===== config.mk =====
export PLATFORM = sky130hd
export DESIGN_NAME = mio_arbiter
export DESIGN_NICKNAME = d
export VERILOG_FILES = /design/src/rtl/mio_pkg.sv /design/src/rtl/rr_arbiter2.sv /design/src/rtl/mio_arbiter.sv
export SDC_FILE = /design/constraint.sdc
export NUM_CORES = 1
export LEC_CHECK = 0
export CORE_MARGIN = 1.5
export CORE_UTILIZATION = 42
export CTS_CLUSTER_SIZE = 12
export DETAILED_ROUTE_END_ITERATION = 8
export HOLD_SLACK_MARGIN = 0.02
export PLACE_DENSITY = 0.83
export REMOVE_ABC_BUFFERS = 1
export SYNTH_ARGS = -nofsm -noshare
export SYNTH_HDL_FRONTEND = slang
export SYNTH_SLANG_ARGS = --single-unit

===== constraint.sdc =====
create_clock -name clk -period 2.2 [get_ports clk]
set_input_delay 0.33 -clock clk [delete_from_list [all_inputs] [get_ports clk]]
set_output_delay 0.33 -clock clk [all_outputs]
set_load 0.02 [all_outputs]

===== src/rtl/mio_pkg.sv =====
// Shared constants for the MIO bus arbiter: FSM encodings, port indices, timeout read data.
// Pure declarations; no logic, no latency, no flow control.
package mio_pkg;

   localparam logic [1:0] ST_IDLE = 2'd0;
   localparam logic [1:0] ST_BUSY = 2'd1;
   localparam logic [1:0] ST_RESP = 2'd2;

   localparam logic PORT_CPU = 1'b0;
   localparam logic PORT_DMA = 1'b1;

   localparam logic [31:0] ERR_DATA_DEF = 32'hDEAD_BEEF;

endpackage


===== src/rtl/rr_arbiter2.sv =====
// Two-way round-robin picker: a lone requester wins, a tie goes to the port not served last.
// Purely combinational (zero latency); the caller decides when a grant is taken.
module rr_arbiter2
   import mio_pkg::*;
(
   input  logic req0_vld,
   input  logic req1_vld,
   input  logic last,
   output logic gnt_vld,
   output logic gnt_idx
);

   assign gnt_vld = req0_vld | req1_vld;
   assign gnt_idx = (req0_vld & req1_vld) ? ~last : req1_vld;

endmodule


===== src/rtl/mio_arbiter.sv =====
// Shares one memory bus between CPU and DMA: req edge -> mem_req next cycle, ready one cycle after ack/timeout.
// One access in flight; requesters are stalled by holding req until their ready pulse.
module mio_arbiter
   import mio_pkg::*;
#(
   parameter int unsigned     AW       = 32,
   parameter int unsigned     DW       = 32,
   parameter int unsigned     TIMEOUT  = 15,
   parameter logic [DW-1:0]   ERR_DATA = DW'(ERR_DATA_DEF)
) (
   input  logic          clk,
   input  logic          reset,

   input  logic          cpu_req,
   input  logic          cpu_we,
   input  logic [AW-1:0] cpu_addr,
   input  logic [DW-1:0] cpu_wdata,
   output logic [DW-1:0] cpu_rdata,
   output logic          cpu_ready,

   input  logic          dma_req,
   input  logic          dma_we,
   input  logic [AW-1:0] dma_addr,
   input  logic [DW-1:0] dma_wdata,
   output logic [DW-1:0] dma_rdata,
   output logic          dma_ready,

   output logic          mem_req,
   output logic          mem_we,
   output logic [AW-1:0] mem_addr,
   output logic [DW-1:0] mem_wdata,
   input  logic [DW-1:0] mem_rdata,
   input  logic          mem_ack,

   output logic          owner,
   output logic          err
);

   localparam logic [7:0] TO_CNT = 8'(TIMEOUT);

   logic [1:0]    state;
   logic [7:0]    cnt;
   logic          last;
   logic          gnt_vld;
   logic          gnt_idx;
   logic          take_gnt;
   logic          done;
   logic          timed_out;
   logic          rd_done;
   logic [DW-1:0] rsp_dat;

   rr_arbiter2 u_rr (
      .req0_vld (cpu_req),
      .req1_vld (dma_req),
      .last     (last),
      .gnt_vld  (gnt_vld),
      .gnt_idx  (gnt_idx)
   );

   // An ack in the timeout cycle still counts as a normal completion.
   assign take_gnt  = (state == ST_IDLE) && gnt_vld;
   assign done      = (state == ST_BUSY) && (mem_ack || (cnt == TO_CNT));
   assign timed_out = done && !mem_ack;
   assign rd_done   = done && !mem_we;
   assign rsp_dat   = mem_ack ? mem_rdata : ERR_DATA;

   always_ff @(posedge clk or negedge reset) begin
      if (!reset) begin
         state <= ST_IDLE;
         cnt   <= 8'd0;
         last  <= PORT_DMA;
         owner <= PORT_CPU;
      end else begin
         case (state)
            ST_IDLE: begin
               if (gnt_vld) begin
                  state <= ST_BUSY;
                  cnt   <= 8'd1;
                  last  <= gnt_idx;
                  owner <= gnt_idx;
               end
            end
            ST_BUSY: begin
               if (done) begin
                  state <= ST_RESP;
                  cnt   <= 8'd0;
               end else begin
                  cnt <= cnt + 8'd1;
               end
            end
            ST_RESP: state <= ST_IDLE;
            default: state <= ST_IDLE;
         endcase
      end
   end

   always_ff @(posedge clk or negedge reset) begin
      if (!reset) begin
         mem_req   <= 1'b0;
         mem_we    <= 1'b0;
         mem_addr  <= '0;
         mem_wdata <= '0;
      end else if (take_gnt) begin
         mem_req   <= 1'b1;
         mem_we    <= (gnt_idx == PORT_DMA) ? dma_we    : cpu_we;
         mem_addr  <= (gnt_idx == PORT_DMA) ? dma_addr  : cpu_addr;
         mem_wdata <= (gnt_idx == PORT_DMA) ? dma_wdata : cpu_wdata;
      end else if (done) begin
         mem_req <= 1'b0;
      end
   end

   // Ready and err are raised on entry to RESP, so they last exactly that one cycle.
   always_ff @(posedge clk or negedge reset) begin
      if (!reset) begin
         cpu_ready <= 1'b0;
         dma_ready <= 1'b0;
         err       <= 1'b0;
      end else begin
         cpu_ready <= done && (owner == PORT_CPU);
         dma_ready <= done && (owner == PORT_DMA);
         err       <= timed_out;
      end
   end

   always_ff @(posedge clk or negedge reset) begin
      if (!reset) begin
         cpu_rdata <= '0;
         dma_rdata <= '0;
      end else if (rd_done) begin
         if (owner == PORT_DMA) begin
            dma_rdata <= rsp_dat;
         end else begin
            cpu_rdata <= rsp_dat;
         end
      end
   end

endmodule

* Word level (Yosys, flattened, before mapping)
Cells that the tools add are included.
Cells by class: multiplexer cells 13, equal/unequal tests 4, bitwise operators 4, reduce and logical (&&, ||, !) cells 17, $add $sub $neg 1
Operators by type and width (count):
- $mux W32 | 3
- $mux W8 | 2
- $pmux W8 S2 | 1
- $reduce_and A2 Y1 | 5
- $add A8 B1 Y8 const B | 1
- $eq A8 B4 Y1 const B | 1
- $logic_and A1 B1 Y1 | 6
- $mux W1 | 4
- $mux W2 | 2
- $ne A2 B2 Y1 const B | 2
- $pmux W2 S2 | 1
- $reduce_bool A2 Y1 | 2
- $eq A2 B1 Y1 const B | 1
- $logic_not A1 Y1 | 2
- $logic_not A2 Y1 | 1
- $not A1 Y1 | 2
- $and A1 B1 Y1 | 1
- $logic_or A1 B1 Y1 | 1
- $or A1 B1 Y1 | 1
Storage, ports and cells: output and inout bits 134, register bits 145

* Logic depth before layout (Yosys ltp)
Gate-level depths: netlist of the first run.
depth after elaboration 5, depth in mapped cells 8, depth with buffers taken out 5

* Hierarchy
From an unflattened synthesis of the first run, not the netlist that was laid out.
Second synthesis, totals: cells, all modules 530, area total of the unflattened synthesis 6433.7 µm²
By module, submodules not included:
- mio_arbiter | area an instance 6419.9 µm², times used 1, cells an instance 528, sequential area each 3629.7 µm²
- rr_arbiter2 | area an instance 13.8 µm², times used 1, cells an instance 2, sequential area each 0.0 µm²

* Least setup slack after synthesis of the first run
No wires, ideal clock.
path kind flip-flop to flip-flop, start reg cnt[0], end reg cpu_rdata[10], slack 0.497 ns, setup time 0.128 ns, buffers on the path 2, required time 2.072 ns, stages on the path, launching flop included 8, data arrival time 1.575 ns, clock period less this slack 1.703 ns, cells stage by stage dfrtp_1 -> ha_1 -> and2_1 -> a31o_2 -> and2_1 -> buf_4 -> buf_12 -> a2bb2oi_2
On the way: word-level cells in the longest chain between the ends 5
RTL lines:
- from (decl) | line mio_arbiter.sv:42 | logic [7:0] cnt;
- from (signal assigned) | line mio_arbiter.sv:88 | cnt <= cnt + 8'd1;
- $eq A8 B4 Y1 | line mio_arbiter.sv:62 | assign done = (state == ST_BUSY) && (mem_ack || (cnt == TO_CNT));
- $logic_or A1 B1 Y1 | line mio_arbiter.sv:62
- $logic_and A1 B1 Y1 | line mio_arbiter.sv:62
- $logic_and A1 B1 Y1 | line mio_arbiter.sv:64 | assign rd_done = done && !mem_we;
- $reduce_and A2 Y1 (no line)
- to (signal assigned) | line mio_arbiter.sv:134 | cpu_rdata <= rsp_dat;
- to (decl) | line mio_arbiter.sv:18 | output logic [DW-1:0] cpu_rdata,
No other way between the ends. A chain may end at the register's enable or synchronous reset.

* Final worst setup path of the first run
start reg state[1], end reg dma_rdata[1]
On the way: word-level cells in the longest chain between the ends 4
RTL lines:
- from (decl) | line mio_arbiter.sv:41 | logic [1:0] state;
- from (signal assigned) | line mio_arbiter.sv:69 | state <= ST_IDLE;
- from (signal assigned) | line mio_arbiter.sv:77 | state <= ST_BUSY;
- from (signal assigned) | line mio_arbiter.sv:85 | state <= ST_RESP;
- $eq A2 B1 Y1 | line mio_arbiter.sv:62
- $logic_and A1 B1 Y1 | line mio_arbiter.sv:62
- $logic_and A1 B1 Y1 | line mio_arbiter.sv:64
- $reduce_and A2 Y1 (no line)
- to (signal assigned) | line mio_arbiter.sv:132 | dma_rdata <= rsp_dat;
- to (decl) | line mio_arbiter.sv:25 | output logic [DW-1:0] dma_rdata,
No other way between the ends.

==> results.toml, run 1 <==
[run_status]
status = "finished clean"

[sta]
drv_slew = 0
finalSetupTns_ps = 0
min_period_ps = 1910
relSlewSlack_pct = 67.0
timing.hold.ws_ps = 477
tightestPinTransition_ps = 495
setup_violations = 0
clock.fmax_mhz = 523
finClkSkew_ps = 6.84
hold_viol_final = 0
period_share_pct = 87.0
rsz0062_at_grt = "no"

[cells_and_area]
fill_cells = 1078
area_growth_pct = 59.1
regArea_um2 = 3630
diodes = 0
multiInputGateArea_um2 = 2580
drive_above_1_share_pct = 11.2
layout_commonest_cell = "clkdlybuf4s50_1"
most-common-layout-cells = "clkdlybuf4s50_1 (299), dfrtp_1 (144), nand2_1 (72), o21ai_0 (67), mux2i_1 (65)"
nets = 994

[grt]
grt_pass1_vias = 5604
grt_antenna_before_repair = 0
grt_usage_pct = 23.3
grt_max_degree = 78
grt_pass1_wl_um = 29100
grt_overflow_total = 0

[detailed_routing]
routed_wirelength_um = 18500
vias_per_cell = 5.28
first_pass_iters = 6
ant_nets = 0
drt_iter0_markers = 261
wl_per_cell_um = 18.0
num_vias = 5417
drc = 0

[synthesis]
avgSynthCellArea_um2 = 12.3
ys_seq_area_share_pct = 56.2
synth_area_um2 = 6460
postSynthCellCount = 527
yosysWarningCount = 0
ys_ff_latch = 145
synth.distinct_cells = 37

[clock_network]
cts_resized = 0
holdBufCountCts = 1
root_buffer = "clkbuf_16"
clock-sinks = 145
post_cts_buffers = 0
clock_latency_ps = 410
clk_pin_slew_ps = 60
numCtsBuffers = 17
htreeDepth = 4
clk_path_buf_depth = 2
cts_tree = "yes"

[worst_setup_path]
required_ps = 2530
cp-start-kind = "flip-flop"
path_class = "reg2reg"
timing.rr.start = "state[1]$_DFFE_PN0P_"
cp_max_fo = 24
critical_path.startpoint = "state[1]$_DFFE_PN0P_"
cp.arrival_ps = 2240
critPathCaptureType = "flip-flop"

[floorplan]
io-pin-count = 301
row_count = 45
die_h_um = 127
core_area_um2 = 15100
die_w_um = 127
start_util_pct = 42.8
die_area_um2 = 16100

[power]
p_comb_share_pct = 48.4
p_int_mw = 9.31
leakagePower_nw = 4.27
seqPwrFrac_pct = 32.3
swShare_pct = 37.2
powerDensity_nw_per_um2 = 1440
max-vdd-ir-drop_mv = 0.639
switchingPower_mw = 5.52
pwr-share-clk_pct = 19.3

[place]
io_buffers = 300
routabilityCongestion = 0.840
hpwl_um = 13800

[worst_hold_path]
worstHoldPathType = "in2async"

[run]
cap_viol_max_count = 0
==> flip-flops by register name, indices dropped and copies added (netlist names) <==
name	flops
mem_we	1
cpu_ready	1
state	2
dma_rdata	32
err	1
dma_ready	1
last	1
cnt	8
mem_addr	32
mem_wdata	32
mem_req	1
owner	1
cpu_rdata	32
==> through the flow <==
stage,setup WS (ps),power [mW],cell area [µm²],cells,util (%)
global placement,283,11.8,9670,994,64.1
finish,287,14.8,10300,1026,68.1
floorplan,-3420,8.45,6190,487,-
CTS,265,15.0,10300,1026,68.1
global route,198,15.6,10300,1026,68.1
detailed placement,183,12.0,9670,994,64.1
==> cell type report <==
class | instances | share of cell area, %
Multi-Input combinational cell | 340 | 25.1
Tap cell | 188 | 2.29
Clock inverter | 10 | 1.32
Timing Repair Buffer | 320 | 31.5
Clock buffer | 21 | 4.39
Inverter | 2 | 0.0731
Sequential cell | 145 | 35.3
==> power groups by stage <==
stage               clock [mW]  sequential (mW)  combinational, mW
global placement             0             4.72               7.06
finish                    2.87             4.79               7.18
floorplan                    0             6.16               2.29
detailed placement           0             4.82               7.21
CTS                       2.93             4.79               7.24
global route              3.04             4.95               7.62
==> worst max-delay path: stages, from the launching register on <==
cell and delay (ps):
dfrtp_1 470, nand2b_1 370, nor3_4 240, and2_1 150, buf_4 370, a2bb2oi_1 210
==> cells in the mapped netlist, drive strengths merged <==
| cell type | number | share of area [%] |
|---|---|---|
| a21boi | 1 | 0.12 |
| a21o | 1 | 0.12 |
| a21oi | 1 | 0.077 |
| a2bb2oi | 46 | 10 |
| a31o | 1 | 0.14 |
| a31oi | 2 | 0.19 |
| a32o | 16 | 2.5 |
| and2 | 3 | 0.29 |
| buf | 25 | 3.2 |
| clkbuf | 15 | 0.87 |
| dfrtp | 144 | 56 |
| dfstp | 1 | 0.41 |
| ha | 1 | 0.19 |
| inv | 2 | 0.12 |
| mux2i | 65 | 10 |
| nand2 | 72 | 4.2 |
| nand2b | 2 | 0.19 |
| nand3 | 2 | 0.16 |
| nand4 | 1 | 0.097 |
| nor2 | 12 | 0.70 |
| nor2b | 23 | 2.2 |
| nor3 | 4 | 0.66 |
| nor3b | 1 | 0.12 |
| nor4 | 4 | 0.39 |
| nor4b | 1 | 0.14 |
| o21a | 1 | 0.12 |
| o21ai | 69 | 5.3 |
| o22a | 3 | 0.41 |
| o22ai | 1 | 0.097 |
| or4b | 1 | 0.16 |
| xnor2 | 6 | 0.81 |
==> final timing paths <==
path | depth (start not counted) | endpoint | slack [ps]
setup / recovery | 5 | dma_rdata[1]$_DFFE_PN0P_ | 290
min in group clk | 1 | mem_req$_DFFE_PN0P_ | 480
hold / removal | 3 | cpu_rdata[2]$_DFFE_PN0P_ | 480
hold reg to reg | 1 | mem_req$_DFFE_PN0P_ | 480
max in group asynchronous | 3 | last$_DFFE_PN1P_ | 1360
setup reg to reg | 5 | dma_rdata[1]$_DFFE_PN0P_ | 290
==> per-layer routing <==
layer	up-vias	wire length, µm	GRT usage, %	part of all wire [%]
li1	2494	-	-	-
met1	2644	7370	27.6	40
met2	251	9370	40.3	51
met3	28	1350	7.29	7.3
met4	0	378	8.09	2.0
met5	-	0	0	0
==> logic make-up after synthesis <==
family / after synthesis / synth area share (%)
muxes: 65 / 10.1
AOI/OAI and AO/OA: 142 / 19.2
and+or+nand+nor: 126 / 9.30
xor gates and xnor gates: 6 / 0.814
adders and majority gates: 1 / 0.194
DFF: 145 / 56.2
buffers and inverters: 42 / 4.19
No activity file was read; power rests on OpenSTA's default activity.
==> inputs of run 2 (changes only) <==
Settings changed: CORE_UTILIZATION 42 to 45, PLACE_DENSITY 0.83 to 0.88.
Clock period 2.2 ns to 2.36 ns, I/O delays scaled along.
==> run 2 against run 1 <==
Effect of this change: total power shrank 6.9%; critical path type is now reg2out; sequential share of layout area increased by 0.12 points; die area is 6.5% lower; critical path depth decreased by 4; register-to-register slack improved by 210 ps; setup slack gained 140 ps; highest routed layer unchanged; cell count is 1.1% lower; critical endpoint is now mem_we; sequential power fell by 7.1%; via count is 0.85% lower; sequential cell count did not move.
==> results.toml, run 2 (synthesis gave the netlist of run 1 again) <==
[detailed_routing]
vias_per_cell = 5.29
num_vias = 5371
ant_nets = 0
first_pass_iters = 4
routed_wirelength_um = 18500
drc = 0
drt_iter0_markers = 296
wl_per_cell_um = 18.2

[cells_and_area]
most-common-layout-cells = "clkdlybuf4s50_1 (299), dfrtp_1 (144), nand2_1 (72), o21ai_0 (67), mux2i_1 (65)"
fill_cells = 874
drive_above_1_share_pct = 11.1
area_growth_pct = 58.5
diodes = 0
nets = 990
layout_commonest_cell = "clkdlybuf4s50_1"

[clock_network]
numCtsBuffers = 17
root_buffer = "clkbuf_16"
clk_path_buf_depth = 2
cts_tree = "yes"
htreeDepth = 4
holdBufCountCts = 1
clk_pin_slew_ps = 60
cts_resized = 0
post_cts_buffers = 0
clock-sinks = 145
clock_latency_ps = 410

[grt]
grt_antenna_before_repair = 0
grt_max_degree = 71
grt_pass1_wl_um = 28400
grt_usage_pct = 24.9
grt_pass1_vias = 5432
grt_overflow_total = 0

[worst_setup_path]
critPathCaptureType = "primary output"
max_stage_delay_ps = 670
cp-start-kind = "flip-flop"
required_ps = 2010
critPathSlowestCell = "clkdlybuf4s50_1"
rrSetupSlack_ps = 500
r2r_end = "dma_rdata[14]$_DFFE_PN0P_"
crit_chain = "clkdlybuf4s50_1"
path_class = "reg2out"
worst-path-buf-inv = 1
reg2reg_depth = 4
timing.rr.start = "state[1]$_DFFE_PN0P_"
critPathTopFamily = "buffers and inverters"
cp_max_fo = 5
cp.arrival_ps = 1580

[worst_hold_path]
worstHoldPathType = "reg2reg"
holdPathEnd = "mem_addr[12]$_DFFE_PN0P_"
min-delay-start = "mem_addr[12]$_DFFE_PN0P_"
min_path_cells = 2

[sta]
hold_viol_final = 0
drv_slew = 0
min_period_ps = 1930
relSlewSlack_pct = 62.6
rsz0062_at_grt = "no"
timing.hold.ws_ps = 481
finClkSkew_ps = 7.59
setup_violations = 0
tightestPinTransition_ps = 561
clock.fmax_mhz = 517
period_share_pct = 81.9

[floorplan]
io-pin-count = 301
die_w_um = 123
start_util_pct = 46.3
die_h_um = 123
core_area_um2 = 13900
die_area_um2 = 15100
row_count = 43

[power]
leakagePower_nw = 4.25
fin_total_pwr_mw = 13.8
powerDensity_nw_per_um2 = 1350
max-vdd-ir-drop_mv = 0.667

[place]
io_buffers = 300
hpwl_um = 14000
routabilityCongestion = 0.836

[run_status]
status = "finished clean"

[run]
cap_viol_max_count = 0
run 2: power by group:
group          internal, mW  switching [mW]  total, mW
Clock                  1.62            1.02       2.63
Sequential             3.66           0.790       4.45
Combinational          3.34            3.39       6.72
Total                  8.62            5.19       13.8
run 2: metal layers:
metal	global-route usage [%]	wire length, µm	up-vias
met2	41.1	9170	245
met4	13.7	845	0
met5	0	0	-
met1	29.4	7060	2583
met3	7.02	1420	51
li1	-	-	2492
run 2: through the flow:
step           setup slack (ps)  TNS (ps)  instance area [µm²]  utilization [%]  instances
2_1_floorplan             -3260   -259200                 6190                -        487
5_1_grt                     353         0                10200             73.4       1015
6_report                    427         0                10200             73.4       1015
3_3_place_gp                304         0                 9630             69.1        982
4_1_cts                     397         0                10200             73.4       1015
3_5_place_dp                182         0                 9630             69.1        982
run 2: area by class of cell:
| type | count | area [µm²] | area share (%) |
|---|---|---|---|
| Clock buffer | 20 | 457 | 4.46 |
| Clock inverter | 12 | 134 | 1.31 |
| Inverter | 2 | 7.51 | 0.0734 |
| Multi-Input combinational cell | 340 | 2580 | 25.2 |
| Sequential cell | 145 | 3630 | 35.5 |
| Tap cell | 180 | 225 | 2.20 |
| Timing Repair Buffer | 316 | 3200 | 31.3 |
run 2: worst max-delay path by stage:
stage / from / end / slack [ps] / depth (start not counted)
2_1_floorplan: dma_req / mem_addr[0]$_DFFE_PN0P_ / -3260 / 3
4_1_cts: mem_we$_DFFE_PN0P_ / mem_we / 400 / 1
6_report: mem_we$_DFFE_PN0P_ / mem_we / 430 / 1
3_3_place_gp: dma_req / mem_addr[31]$_DFFE_PN0P_ / 300 / 5
3_5_place_dp: dma_req / mem_addr[19]$_DFFE_PN0P_ / 180 / 5
5_1_grt: mem_we$_DFFE_PN0P_ / mem_we / 350 / 1
==> inputs of run 3 (changes only) <==
Settings changed: CORE_UTILIZATION 45 to 38, PLACE_DENSITY 0.88 to 0.79.
Clock period 2.36 ns to 1.6 ns, I/O delays scaled along.
==> run 3 against run 2 <==
Effect of this change: critical path type is now reg2reg; the run now ends with negative setup slack left; critical endpoint is now cpu_rdata[16]$_DFFE_PN0P_; largest cell class is now buffers; sequential share of layout area decreased by 2.1 points; highest routed layer unchanged; largest power group unchanged; total power increased by 49%; utilization decreased by 7.9 points.
==> results.toml, run 3 (synthesis gave the netlist of run 1 again) <==
[run_status]
status = "finished with violations"
violations = "negative setup slack"

[grt]
grt_pass1_vias = 5563
grt_overflow_total = 0
grt_max_degree = 47
grt_antenna_before_repair = 0
grt_pass1_wl_um = 29500
grt_usage_pct = 21.2

[detailed_routing]
wl_met3_um = 1400
first_pass_iters = 4
wl_met2_um = 9470
dr.max_layer_used = "met4"
m1WireLength_um = 7660
drc = 0
wl_per_cell_um = 17.0
drt_iter0_markers = 173
routed_wirelength_um = 19000
vias_per_cell = 4.92
num_vias = 5497
ant_nets = 0

[worst_setup_path]
rrSetupSlack_ps = -20
required_ps = 1950
path_class = "reg2reg"
cp-start-kind = "flip-flop"
max_stage_delay_ps = 380
critPathSlowestCell = "dfrtp_1"
crit_chain = "nor4_1 > buf_4 > a31o_4 > and2_4 > clkbuf_16 > a2bb2oi_2"
critPathTopFamily = "simple AND/OR/NAND/NOR gates"
worst-path-buf-inv = 2
cp.arrival_ps = 1960
cp_max_fo = 10
critPathCaptureType = "flip-flop"

[sta]
clock.fmax_mhz = 619
hold_viol_final = 0
min_period_ps = 1620
worst_slack_ps = -15.1
finClkSkew_ps = 12.1
finalSetupTns_ps = -95.4
drv_slew = 0
rsz0062_at_grt = "yes"
setup_violations = 10
period_share_pct = 101
relSlewSlack_pct = 76.7
tightestPinTransition_ps = 344

[cells_and_area]
drive_above_1_share_pct = 17.8
diodes = 0
most-common-layout-cells = "clkdlybuf4s50_1 (165), dfrtp_1 (144), dlygate4sd2_1 (133), nand2_1 (72), o21ai_0 (67)"
post-route-util_pct = 65.5
finalNonFillerCells = 1117
layout_commonest_cell = "clkdlybuf4s50_1"
nets = 1052
area_growth_pct = 68.3
fill_cells = 1265

[power]
seqPwrFrac_pct = 31.1
p_comb_share_pct = 46.5
p_int_mw = 12.8
pwr-share-clk_pct = 22.4
switchingPower_mw = 7.79
leakagePower_nw = 4.91
max-vdd-ir-drop_mv = 0.923
powerDensity_nw_per_um2 = 1900
swShare_pct = 37.8

[floorplan]
die_w_um = 133
start_util_pct = 38.9
die_area_um2 = 17800
die_h_um = 133
io-pin-count = 301
core_area_um2 = 16600
row_count = 47

[clock_network]
clock-sinks = 145
root_buffer = "clkbuf_16"
clk_path_buf_depth = 2
htreeDepth = 4
clock_latency_ps = 420
numCtsBuffers = 17
clk_pin_slew_ps = 60
cts_tree = "yes"

[place]
io_buffers = 300
placedCellCount = 1079
hpwl_um = 14000
routabilityCongestion = 0.776

[worst_hold_path]
worstHoldPathType = "in2async"

[run]
cap_viol_max_count = 0
run 3: cell count changes in the layout (fill, tap and decap cells not counted), moves of 4 or more:
cell             delta
buf_12              +9
buf_4              +48
bufinv_16           +4
clkdlybuf4s50_1   -134
dlygate4sd2_1     +133
run 3: worst paths after layout:
| kind | cells after the start | startpoint | endpoint |
|---|---|---|---|
| worst max register to register | 6 | cnt[7]$_DFFE_PN0P_ | cpu_rdata[16]$_DFFE_PN0P_ |
| min in group clk | 3 | cpu_addr[19] | mem_addr[19]$_DFFE_PN0P_ |
| max in group asynchronous | 3 | reset | last$_DFFE_PN1P_ |
| worst min-delay path | 2 | reset | cpu_rdata[2]$_DFFE_PN0P_ |
| worst min register to register | 2 | mem_wdata[4]$_DFFE_PN0P_ | mem_wdata[4]$_DFFE_PN0P_ |
| worst max-delay path | 6 | cnt[7]$_DFFE_PN0P_ | cpu_rdata[16]$_DFFE_PN0P_ |
run 3: cell type report:
class,count,area [µm²],share of cell area (%)
repair buffers,378,3670,33.8
flip-flops and latches,145,3630,33.4
multi-input cells,340,2600,23.9
clock buffers,18,429,3.95
well taps,220,275,2.53
clock inverters,14,251,2.31
inverters,2,7.51,0.0691
run 3: metal layers:
| layer | global-route usage [%] | up-vias |
|---|---|---|
| met5 | 0 | - |
| met4 | 7.67 | 0 |
| met3 | 6.51 | 36 |
| met2 | 36.2 | 225 |
| met1 | 25.4 | 2611 |
| li1 | - | 2625 |
run 3: through the flow:
stage          instance area, µm²  hold slack (ps)  setup WS [ps]  power (mW)
2_1_floorplan                6190            -55.6          -4020        11.3
3_3_place_gp                10200              129           -155        16.9
3_5_place_dp                10200              128           -201        17.1
4_1_cts                     10800              250           1.79        20.7
5_1_grt                     10900              257          -44.0        21.7
6_report                    10900              258          -15.1        20.6
run 3: timing repair:
action,in CTS,in global routing
endpoints found under the setup margin,182,19
setup buffers,1,1
hold buffers,1,0
pin swaps,1,4
cloned,0,3
resized for setup,140,3
endpoints found under the hold margin,107,0
run 3: power by group through the flow:
stage          clock [mW]  combinational (mW)  sequential (mW)
6_report             4.61                9.58             6.41
5_1_grt              4.85                10.2             6.64
3_3_place_gp            0                10.5             6.43
3_5_place_dp            0                10.6             6.52
4_1_cts              4.68                9.55             6.42
2_1_floorplan           0                2.89             8.44
